--- config.mk ---
export PLATFORM = sky130hd
export DESIGN_NAME = seg_msg_scroller
export DESIGN_NICKNAME = d
export VERILOG_FILES = /design/src/rtl/seg_pkg.sv /design/src/rtl/seg_debounce.sv /design/src/rtl/seg_msg_scroller.sv
export SDC_FILE = /design/constraint.sdc
export NUM_CORES = 1
export LEC_CHECK = 0
export CAP_MARGIN = 20
export CORE_MARGIN = 4
export CORE_UTILIZATION = 41
export CTS_CLUSTER_DIAMETER = 120
export CTS_CLUSTER_SIZE = 28
export DETAILED_ROUTE_END_ITERATION = 16
export PLACE_DENSITY_LB_ADDON = 0.15
export REMOVE_ABC_BUFFERS = 1
export SLEW_MARGIN = 20
export SYNTH_ARGS = -nofsm -noshare
export SYNTH_HDL_FRONTEND = slang
export SYNTH_HIERARCHICAL = 1
export SYNTH_SLANG_ARGS = --single-unit
--- constraint.sdc ---
create_clock -name clk -period 5.3 [get_ports clk]
set_input_delay 0.795 -clock clk [delete_from_list [all_inputs] [get_ports clk]]
set_output_delay 0.795 -clock clk [all_outputs]
set_load 0.02 [all_outputs]
--- src/rtl/seg_pkg.sv ---
// -----------------------------------------------------------------------------
// seg_pkg
// Shared definitions for the 7-segment message scroller: segment bit order,
// glyph constants and the default message table.
//
// Segment byte layout, MSB first: {dp, a, b, c, d, e, f, g}.
// -----------------------------------------------------------------------------
package seg_pkg;

    // Bit positions inside a segment byte.
    localparam int SEG_DP = 7;
    localparam int SEG_A  = 6;
    localparam int SEG_B  = 5;
    localparam int SEG_C  = 4;
    localparam int SEG_D  = 3;
    localparam int SEG_E  = 2;
    localparam int SEG_F  = 1;
    localparam int SEG_G  = 0;

    localparam logic [7:0] GLY_BLANK = 8'h00;
    localparam logic [7:0] GLY_DP    = 8'h80;
    localparam logic [7:0] GLY_S     = 8'h5B;
    localparam logic [7:0] GLY_E     = 8'h4F;
    localparam logic [7:0] GLY_N     = 8'h15;
    localparam logic [7:0] GLY_O     = 8'h7E;
    localparam logic [7:0] GLY_L     = 8'h0E;
    localparam logic [7:0] GLY_G     = 8'h5F;
    localparam logic [7:0] GLY_U     = 8'h3E;

    localparam int MSG_DEF_LEN = 14;

    // Character 0 is a lone decimal point so the start of the message is
    // visible even without the dp marker option.
    localparam logic [7:0] MSG_GLYPHS [MSG_DEF_LEN] = '{
        GLY_DP, GLY_S, GLY_E, GLY_N, GLY_O, GLY_L, GLY_G,
        GLY_U,  GLY_L, GLY_G, GLY_O, GLY_N, GLY_U, GLY_L
    };

endpackage

--- src/rtl/seg_debounce.sv ---
// -----------------------------------------------------------------------------
// seg_debounce
// Two-flop synchroniser followed by a stability counter. The internal level
// only follows the synchronised input after it has differed from the level
// for DEB_CYC consecutive cycles; any return to the old value restarts the
// count.
//
// Ports:
//   clk    in   system clock
//   rst_n  in   asynchronous active-low reset
//   raw    in   unsynchronised push-button input
//   rise   out  one-cycle pulse when the level goes 0 -> 1
// -----------------------------------------------------------------------------
module seg_debounce #(
    parameter int DEB_CYC = 50000
) (
    input  logic clk,
    input  logic rst_n,
    input  logic raw,
    output logic rise
);

    localparam int CNT_W = (DEB_CYC > 1) ? $clog2(DEB_CYC) : 1;

    logic [1:0]       sync_q;
    logic             sync;
    logic             level;
    logic [CNT_W-1:0] cnt;
    logic             settled;

    assign sync    = sync_q[1];
    assign settled = (cnt == CNT_W'(DEB_CYC - 1));

    // The level flips in the cycle where the input has differed for the
    // DEB_CYC-th time, so the rise pulse is taken combinationally from it.
    assign rise = sync && !level && settled;

    always_ff @(posedge clk or negedge rst_n) begin
        if (!rst_n) begin
            sync_q <= '0;
            level  <= 1'b0;
            cnt    <= '0;
        end else begin
            sync_q <= {sync_q[0], raw};
            if (sync == level) begin
                cnt <= '0;
            end else if (settled) begin
                cnt   <= '0;
                level <= sync;
            end else begin
                cnt <= cnt + 1'b1;
            end
        end
    end

endmodule

--- src/rtl/seg_msg_scroller.sv ---
// -----------------------------------------------------------------------------
// seg_msg_scroller
// Scrolls the message table from seg_pkg across DIGITS multiplexed 7-segment
// digits. Steps come from a debounced push-button (manual mode) or from a
// free-running prescaler (auto mode).
//
// Build option: define SEG_DP_MARK_EN to force the dp segment on whichever
// digit is currently showing character 0.
//
// Ports:
//   clk         in   system clock
//   rst_n       in   asynchronous active-low reset
//   step_in     in   raw push-button, rising edge steps in manual mode
//   mode        in   0 = manual, 1 = auto-scroll
//   dir         in   0 = forward, 1 = reverse
//   pause       in   1 = suppress steps, prescaler holds
//   seg_out     out  registered {dp,a,b,c,d,e,f,g} for the active digit
//   dig_sel     out  one-hot active digit
//   index_out   out  message start index
//   wrap_pulse  out  one-cycle pulse after a step that wrapped the index
// -----------------------------------------------------------------------------
module seg_msg_scroller
    import seg_pkg::*;
#(
    parameter int MSG_LEN  = 14,
    parameter int DIGITS   = 4,
    parameter int DEB_CYC  = 50000,
    parameter int AUTO_DIV = 12000000,
    parameter int SCAN_DIV = 12000
) (
    input  logic                       clk,
    input  logic                       rst_n,
    input  logic                       step_in,
    input  logic                       mode,
    input  logic                       dir,
    input  logic                       pause,
    output logic [7:0]                 seg_out,
    output logic [DIGITS-1:0]          dig_sel,
    output logic [$clog2(MSG_LEN)-1:0] index_out,
    output logic                       wrap_pulse
);

    localparam int IDX_W = $clog2(MSG_LEN);
    localparam int DIG_W = (DIGITS > 1) ? $clog2(DIGITS) : 1;
    localparam int PRE_W = (AUTO_DIV > 1) ? $clog2(AUTO_DIV) : 1;
    localparam int SC_W  = (SCAN_DIV > 1) ? $clog2(SCAN_DIV) : 1;

    logic             rise;
    logic             mode_q;
    logic             mode_chg;
    logic [PRE_W-1:0] pre, pre_nxt;
    logic             step;
    logic [IDX_W-1:0] idx_nxt;
    logic             wrap;
    logic [SC_W-1:0]  scan_cnt, scan_nxt;
    logic             scan_tc;
    logic [DIG_W-1:0] dig_q, dig_nxt;
    logic [IDX_W:0]   sum;
    logic [IDX_W-1:0] char_idx;
    logic [7:0]       glyph;
    logic [7:0]       seg_nxt;

    seg_debounce #(.DEB_CYC(DEB_CYC)) u_deb (
        .clk   (clk),
        .rst_n (rst_n),
        .raw   (step_in),
        .rise  (rise)
    );

    assign mode_chg = (mode != mode_q);

    // Step source selection; a mode change always costs one quiet cycle.
    always_comb begin
        step    = 1'b0;
        pre_nxt = pre;
        if (mode_chg) begin
            pre_nxt = '0;
        end else if (!pause) begin
            if (mode) begin
                if (pre == PRE_W'(AUTO_DIV - 1)) begin
                    pre_nxt = '0;
                    step    = 1'b1;
                end else begin
                    pre_nxt = pre + 1'b1;
                end
            end else begin
                step = rise;
            end
        end
    end

    always_comb begin
        if (!dir) begin
            wrap    = (index_out == IDX_W'(MSG_LEN - 1));
            idx_nxt = wrap ? '0 : index_out + 1'b1;
        end else begin
            wrap    = (index_out == '0);
            idx_nxt = wrap ? IDX_W'(MSG_LEN - 1) : index_out - 1'b1;
        end
    end

    assign scan_tc  = (scan_cnt == SC_W'(SCAN_DIV - 1));
    assign scan_nxt = scan_tc ? '0 : scan_cnt + 1'b1;

    always_comb begin
        dig_nxt = dig_q;
        if (scan_tc) begin
            dig_nxt = (dig_q == DIG_W'(DIGITS - 1)) ? '0 : dig_q + 1'b1;
        end
    end

    generate
        if (DIGITS == 1) begin : g_single
            assign dig_sel = 1'b1;
        end else begin : g_multi
            assign dig_sel = DIGITS'(1) << dig_q;
        end
    endgenerate

    // seg_out is loaded with the digit that becomes active on this edge so
    // that segments and digit select switch together. DIGITS <= MSG_LEN keeps
    // the sum below 2*MSG_LEN, so one conditional subtract is a full modulo.
    always_comb begin
        sum      = {1'b0, index_out} + (IDX_W + 1)'(dig_nxt);
        char_idx = sum[IDX_W-1:0];
        if (sum >= (IDX_W + 1)'(MSG_LEN)) begin
            char_idx = IDX_W'(sum - (IDX_W + 1)'(MSG_LEN));
        end
    end

    // Characters beyond the default table are shown blank.
    always_comb begin
        glyph = GLY_BLANK;
        for (int i = 0; i < MSG_DEF_LEN; i++) begin
            if (int'(char_idx) == i) begin
                glyph = MSG_GLYPHS[i];
            end
        end
    end

    always_comb begin
        seg_nxt = glyph;
`ifdef SEG_DP_MARK_EN
        if (char_idx == '0) begin
            seg_nxt[SEG_DP] = 1'b1;
        end
`endif
    end

    always_ff @(posedge clk or negedge rst_n) begin
        if (!rst_n) begin
            mode_q     <= 1'b0;
            pre        <= '0;
            index_out  <= '0;
            wrap_pulse <= 1'b0;
            scan_cnt   <= '0;
            dig_q      <= '0;
            seg_out    <= 8'h00;
        end else begin
            mode_q     <= mode;
            pre        <= pre_nxt;
            wrap_pulse <= step && wrap;
            if (step) begin
                index_out <= idx_nxt;
            end
            scan_cnt <= scan_nxt;
            dig_q    <= dig_nxt;
            seg_out  <= seg_nxt;
        end
    end

endmodule

---- Yosys cells after proc, flatten, opt, wreduce, memory -nomap -nowiden ----
Cells that the tools add are included.
storage, ports and cells
  flip-flop bits (word level) ............. 73
  input port bits ......................... 6
  output and inout port bits .............. 17
  logic and storage cells ................. 83
operators by class
  add/sub/neg operators ................... 8
  order comparisons ....................... 1
  equality and inequality tests ........... 21
  shift operators ......................... 1
  mux-type cells .......................... 32
  bitwise operators ....................... 1
  reductions and logical operators ........ 9
operator list
  kind                                                                   count
  8-bit two-way mux                                                      14
  24-bit two-way mux                                                     4
  4-bit equality test, second input constant                             9
  16-bit two-way mux                                                     2
  24-bit by 1-bit adder with 24-bit output, second input constant        1
  24-bit equality test, second input constant                            1
  16-bit by 1-bit adder with 16-bit output, second input constant        1
  16-bit equality test, second input constant                            1
  4-bit by 3-bit equality test with 1-bit output, second input constant  4
  4-bit two-way mux                                                      4
  14-bit by 1-bit adder with 14-bit output, second input constant        1
  14-bit equality test, second input constant                            1
  14-bit two-way mux                                                     1
  4-bit logical NOT                                                      2
  4-bit by 2-bit adder with 5-bit output                                 1
  5-bit by 4-bit >= comparator with 1-bit output, second input constant  1
  1-bit two-way mux                                                      5
  4-bit by 1-bit adder with 4-bit output, second input constant          1
  4-bit by 2-bit equality test with 1-bit output, second input constant  1
  2-bit two-way mux                                                      2
  2-bit AND reduction                                                    2
  1-bit by 2-bit left shift with 4-bit output, first input constant      1
  4-bit by 1-bit subtractor with 4-bit output, second input constant     1
  4-bit subtractor, second input constant                                1
  other kinds (9)                                                        11

---- Longest topological paths before layout ----
  depth in word-level cells ............... 21
  mapped depth ............................ 19
  depth with buffers taken out ............ 18

---- Hierarchy ----
The synthesis kept the hierarchy.
by module, submodules not included
  module            times used  cells each  area an instance (sq um)  sequential area each (sq um)
  seg_msg_scroller  1           350         3,139.3                   1,326.3
  seg_debounce      1           89          917.1                     475.5

---- Least setup slack after synthesis ----
Ideal clock, no wire load.
  path kind ............................... register -> register
  from .................................... register scan_cnt[0]
  to ...................................... register seg_out[6]
  library setup time ...................... 0.104 ns
  arrival time ............................ 3.891 ns
  data required time ...................... 5.196 ns
  path slack .............................. 1.306 ns
  stages on the path, launching flop included .. 19
  buffers on the path ..................... 2
  period minus slack after synthesis ...... 3.994 ns
  path through ............................ dfrtp_1 -> ha_1 -> and3_1 -> nand2_1 -> nor3_1 -> clkbuf_1 -> o21ai_0 -> ha_1 -> inv_1 -> fa_1 -> clkbuf_1 -> inv_1 -> ha_1 -> o21bai_1 -> a221o_1 -> a41oi_1 -> or2_2 -> nor2_1 -> a221oi_1
on the way
  longest elaborated chain between the ends .. 19
  elaborated cells between the ends (all ways) .. 32
  those cells by class .................... add/sub (2); order compare (1); eq/ne (14); mux (15)
ends and longest elaborated chain
  item                                                                                RTL line                                          RTL
  from (decl)                                                                         seg_msg_scroller.sv:55                            logic [SC_W-1:0] scan_cnt, scan_nxt;
  from (signal assigned)                                                              seg_msg_scroller.sv:166                           scan_cnt <= scan_nxt;
  14-bit equality test (*)                                                            seg_msg_scroller.sv:102                           assign scan_tc = (scan_cnt == SC_W'(SCAN_DIV - 1));
  2-bit two-way mux (*)                                                               seg_msg_scroller.sv:107                           if (scan_tc) begin
  net dig_nxt[0]                                                                      seg_msg_scroller.sv:57                            logic [DIG_W-1:0] dig_q, dig_nxt;
  4-bit by 2-bit adder with 5-bit output (*)                                          seg_msg_scroller.sv:124                           sum = {1'b0, index_out} + (IDX_W + 1)'(dig_nxt);
  4-bit subtractor or 5-bit by 4-bit >= comparator with 1-bit output (tied branches)  seg_msg_scroller.sv:127, seg_msg_scroller.sv:126
  4-bit two-way mux (*)                                                               seg_msg_scroller.sv:126                           if (sum >= (IDX_W + 1)'(MSG_LEN)) begin
  4-bit by 2-bit equality test with 1-bit output                                      seg_msg_scroller.sv:135                           if (int'(char_idx) == i) begin
  8-bit two-way mux (12 in series)                                                    seg_msg_scroller.sv:135
  8-bit two-way mux (*)                                                               seg_msg_scroller.sv:135
  net glyph[6]                                                                        seg_msg_scroller.sv:60                            logic [7:0] glyph;
  to (signal assigned)                                                                seg_msg_scroller.sv:168                           seg_out <= seg_nxt;
  to (decl)                                                                           seg_msg_scroller.sv:37                            output logic [7:0] seg_out,
Mark *: on every way through the listed nets, which the timed path passes. The rest lies on a longest branch.
A chain may end at the register's enable or synchronous reset.

---- Final worst setup path ----
Same ends and word-level chain as after synthesis.

==> metrics.md <==
| Metric | Value |
|---|---|
| Max-Cap Viols | `0` |
| Row Count | `36` |
| CTS Root Cell | `clkbuf_8` |
| Post-CTS sizing | `0` |
| Pleak | `1.89 nW` |
| Yosys reg bits | `72` |
| Most used DFF post-synth | `dfrtp_1` |
| Nets | `474` |
| Internal power | `0.827 mW` |
| Worst vdd ir | `0.0000847 V` |
| Clock skew | `0.0108 ns` |
| Post-synth ARST share | `1.00` |
| Crit path max fanout | `14` |
| Crit end category | `flip-flop` |
| Design Area, Final | `4580 um^2` |
| Largest net degree at the start of global routing | `73` |
| Clock share of power | `0.430` |
| Global-route wire length before repair | `14300 um` |
| Fin crit share | `0.839` |
| P_sw | `0.244 mW` |
| CTS tree | `done` |
| Critical path arrival | `4.70 ns` |
| Clock sink count | `72` |
| Vias per cell | `5.40` |
| GP Congestion | `0.822` |
| Switch share | `0.228` |
| Synth top area share | `0.444` |
| Final max-slew violation count | `0` |
| Power per standard cell area | `234 nW/um^2` |
| Clk slew on worst S/H paths | `0.08 ns` |
| Starting density of the core | `0.419` |
| IO Count | `23` |
| Post-Route Setup TNS | `0 ns` |
| Synth Instances | `439` |
| Vias in the first global route | `3015` |
| Die Wd | `107 um` |
| Total chip power | `1.07 mW` |
| Share of cells above drive strength 1 | `0.0717` |
| Post-CTS Setup Inserts | `0` |
| Worst-margin pin slew | `0.897 ns` |
| Hold Path Class | `flip-flop to flip-flop` |
| Count leader, synth | `dfrtp_1` |
| Storage cell area | `1800 um^2` |
| Post-DRT Antenna Nets | `0` |
| Routed vias | `3205` |
| Register area share after synthesis | `0.444` |
| Tot GR Track Use | `0.153` |
| Cell taking the most area after synthesis | `dfrtp_1` |
| Number of buffers created by CTS | `9` |
| # hold bufs at CTS | `0` |
| Post-synth top cells | `72 x dfrtp_1, 52 x nor2_1, 37 x nand2_1` |
| GRT Residual Overflow | `0` |
| # setup viols final | `0` |
| Final Hold Viols | `0` |
| Die area | `11500 um^2` |
| # port buffers | `22` |
| Avg Cell Area, Syn | `9.24 um^2` |
| CTS Buffer Depth | `2` |
| Comb pwr share | `0.048` |
| P&R area growth vs syn | `12.9%` |
| DR pass1 iterations | `4` |
| Die height | `107 um` |
| CP startpoint kind | `flip-flop` |
| Post-Syn Area | `4060 um^2` |
| DR WL/cell | `13.8 um` |
| Htree depth | `3` |
| Fin worst setup slack | `0.855 ns` |
| Post-synth cell types | `64` |
| Drt total wl | `8190 um` |
| DRC viols | `0` |
| # diodes | `0` |
| Slew headroom | `0.402` |
| Dpl hpwl | `5680 um` |
| RSZ-0062 raised after global routing | `no` |
| Seq pwr share | `0.522` |
| Number of synthesized flops with an enable pin | `0` |
| Synth warnings | `6` |
| CP Class | `flip-flop to flip-flop` |
| Fin crit period | `4.45 ns` |
| Area of the multi-input gates | `2110 um^2` |
| Synth top area cells | `dfrtp_1 44%, nor2_1 4.8%, xnor2_1 4.3%, o21ai_0 3.8%, ha_1 3.7%` |
| Place WS | `0.873 ns` |
| Initial antenna violation count | `0` |
| # fillers | `945` |
| Status | `finished, final reports clean` |
| Placeable Area | `9680 um^2` |
| Iteration-0 DRC Markers | `130` |
| Clock latency on the worst-skew pair | `0.35 ns` |
| Maximum clock rate | `225 MHz` |
| Critical Path RT | `5.55 ns` |
| Placed Area | `4360 um^2` |
[path summary, 6_finish.rpt]
path / startpoint / endpoint / slack (ns) / cells past startpoint
setup / recovery: scan_cnt[0] / seg_out[6] / 0.85 / 17
hold / removal: u_deb/sync_q[0] / u_deb/sync_q[1] / 0.36 / 0
setup reg to reg: scan_cnt[0] / seg_out[6] / 0.85 / 17
hold reg to reg: u_deb/sync_q[0] / u_deb/sync_q[1] / 0.36 / 0
max in group asynchronous: rst_n / pre[22] / 4.14 / 1
min in group asynchronous: rst_n / u_deb/cnt[12] / 0.56 / 1
[logic make-up (layout without fill, tap and decap cells)]
logic type	after synthesis	count (layout)	share of synthesized area
and+or+nand+nor	191	191	0.249
AOI/OAI and AO/OA	90	90	0.140
DFF	72	72	0.444
buffers and inverters	35	56	0.0382
xor gates and xnor gates	33	33	0.0713
adders and majority gates	13	13	0.0419
muxes	5	5	0.0157
[power groups by stage]
stage,sequential [mW],combinational [mW],clock [mW]
4_1_cts,0.559,0.0533,0.476
6_report,0.559,0.0518,0.460
2_1_floorplan,0.569,0.0287,0
5_1_grt,0.561,0.0601,0.503
3_5_place_dp,0.570,0.0530,0
3_3_place_gp,0.570,0.0525,0
[final cells by class]
cell class	instances	area share
Multi-Input combinational cell	332	0.460
Tap cell	133	0.0363
Sequential cell	72	0.393
Clock inverter	4	0.0112
Clock buffer	12	0.0361
Timing Repair Buffer	23	0.0492
Inverter	17	0.0139
[metrics by stage]
step | cells | util | hold slack (ns)
floorplan | 421 | - | 0.331
finish | 593 | 0.473 | 0.363
global placement | 577 | 0.450 | 0.349
detailed placement | 577 | 0.450 | 0.352
global route | 593 | 0.473 | 0.379
CTS | 593 | 0.472 | 0.369
[sequential cells by signal, summed over array words and instances (netlist names)]
register      cells
u_deb/level       1
dig_q             2
wrap_pulse        1
mode_q            1
u_deb/cnt        16
pre              24
index_out         4
scan_cnt         14
u_deb/sync_q      2
seg_out           7
[layout by cell type (no fill, tap or decap), types with 4 or more instances in the layout]
cell	n
ha_1	12
nor2b_1	9
a21oi_1	21
nor4_1	4
inv_1	17
o31ai_1	4
nor3b_1	4
and3_1	10
clkbuf_8	12
xnor2_1	20
dfrtp_1	72
clkdlybuf4s50_1	21
nand2_1	37
nor4b_1	4
a31oi_1	5
nand4_1	13
nand3_1	21
xor2_1	13
o21ai_0	31
nor2_1	52
nor3_1	10
[worst max-delay path, stage by stage, from the launching register on]
cell      delay (ns)
dfrtp_1         0.39
ha_1            0.19
and3_1          0.21
nand2_1         0.07
nor3_1          0.39
nand2_1         0.08
o21ai_0         0.14
ha_1            0.24
inv_1           0.06
fa_1            0.74
inv_1           0.15
ha_1            0.39
o21bai_1        0.27
a221o_1         0.35
a41oi_1         0.19
or2_2           0.19
nor2_1          0.04
a221oi_1        0.26
[layer usage]
metal | track usage | vias to the layer above | part of all wire
met3 | 0.0324 | 9 | 0.033
met4 | 0.0568 | 0 | 0.011
met5 | 0 | - | 0
li1 | - | 1596 | -
met2 | 0.237 | 51 | 0.46
met1 | 0.212 | 1549 | 0.49
Power figures use the tool's default switching activity.
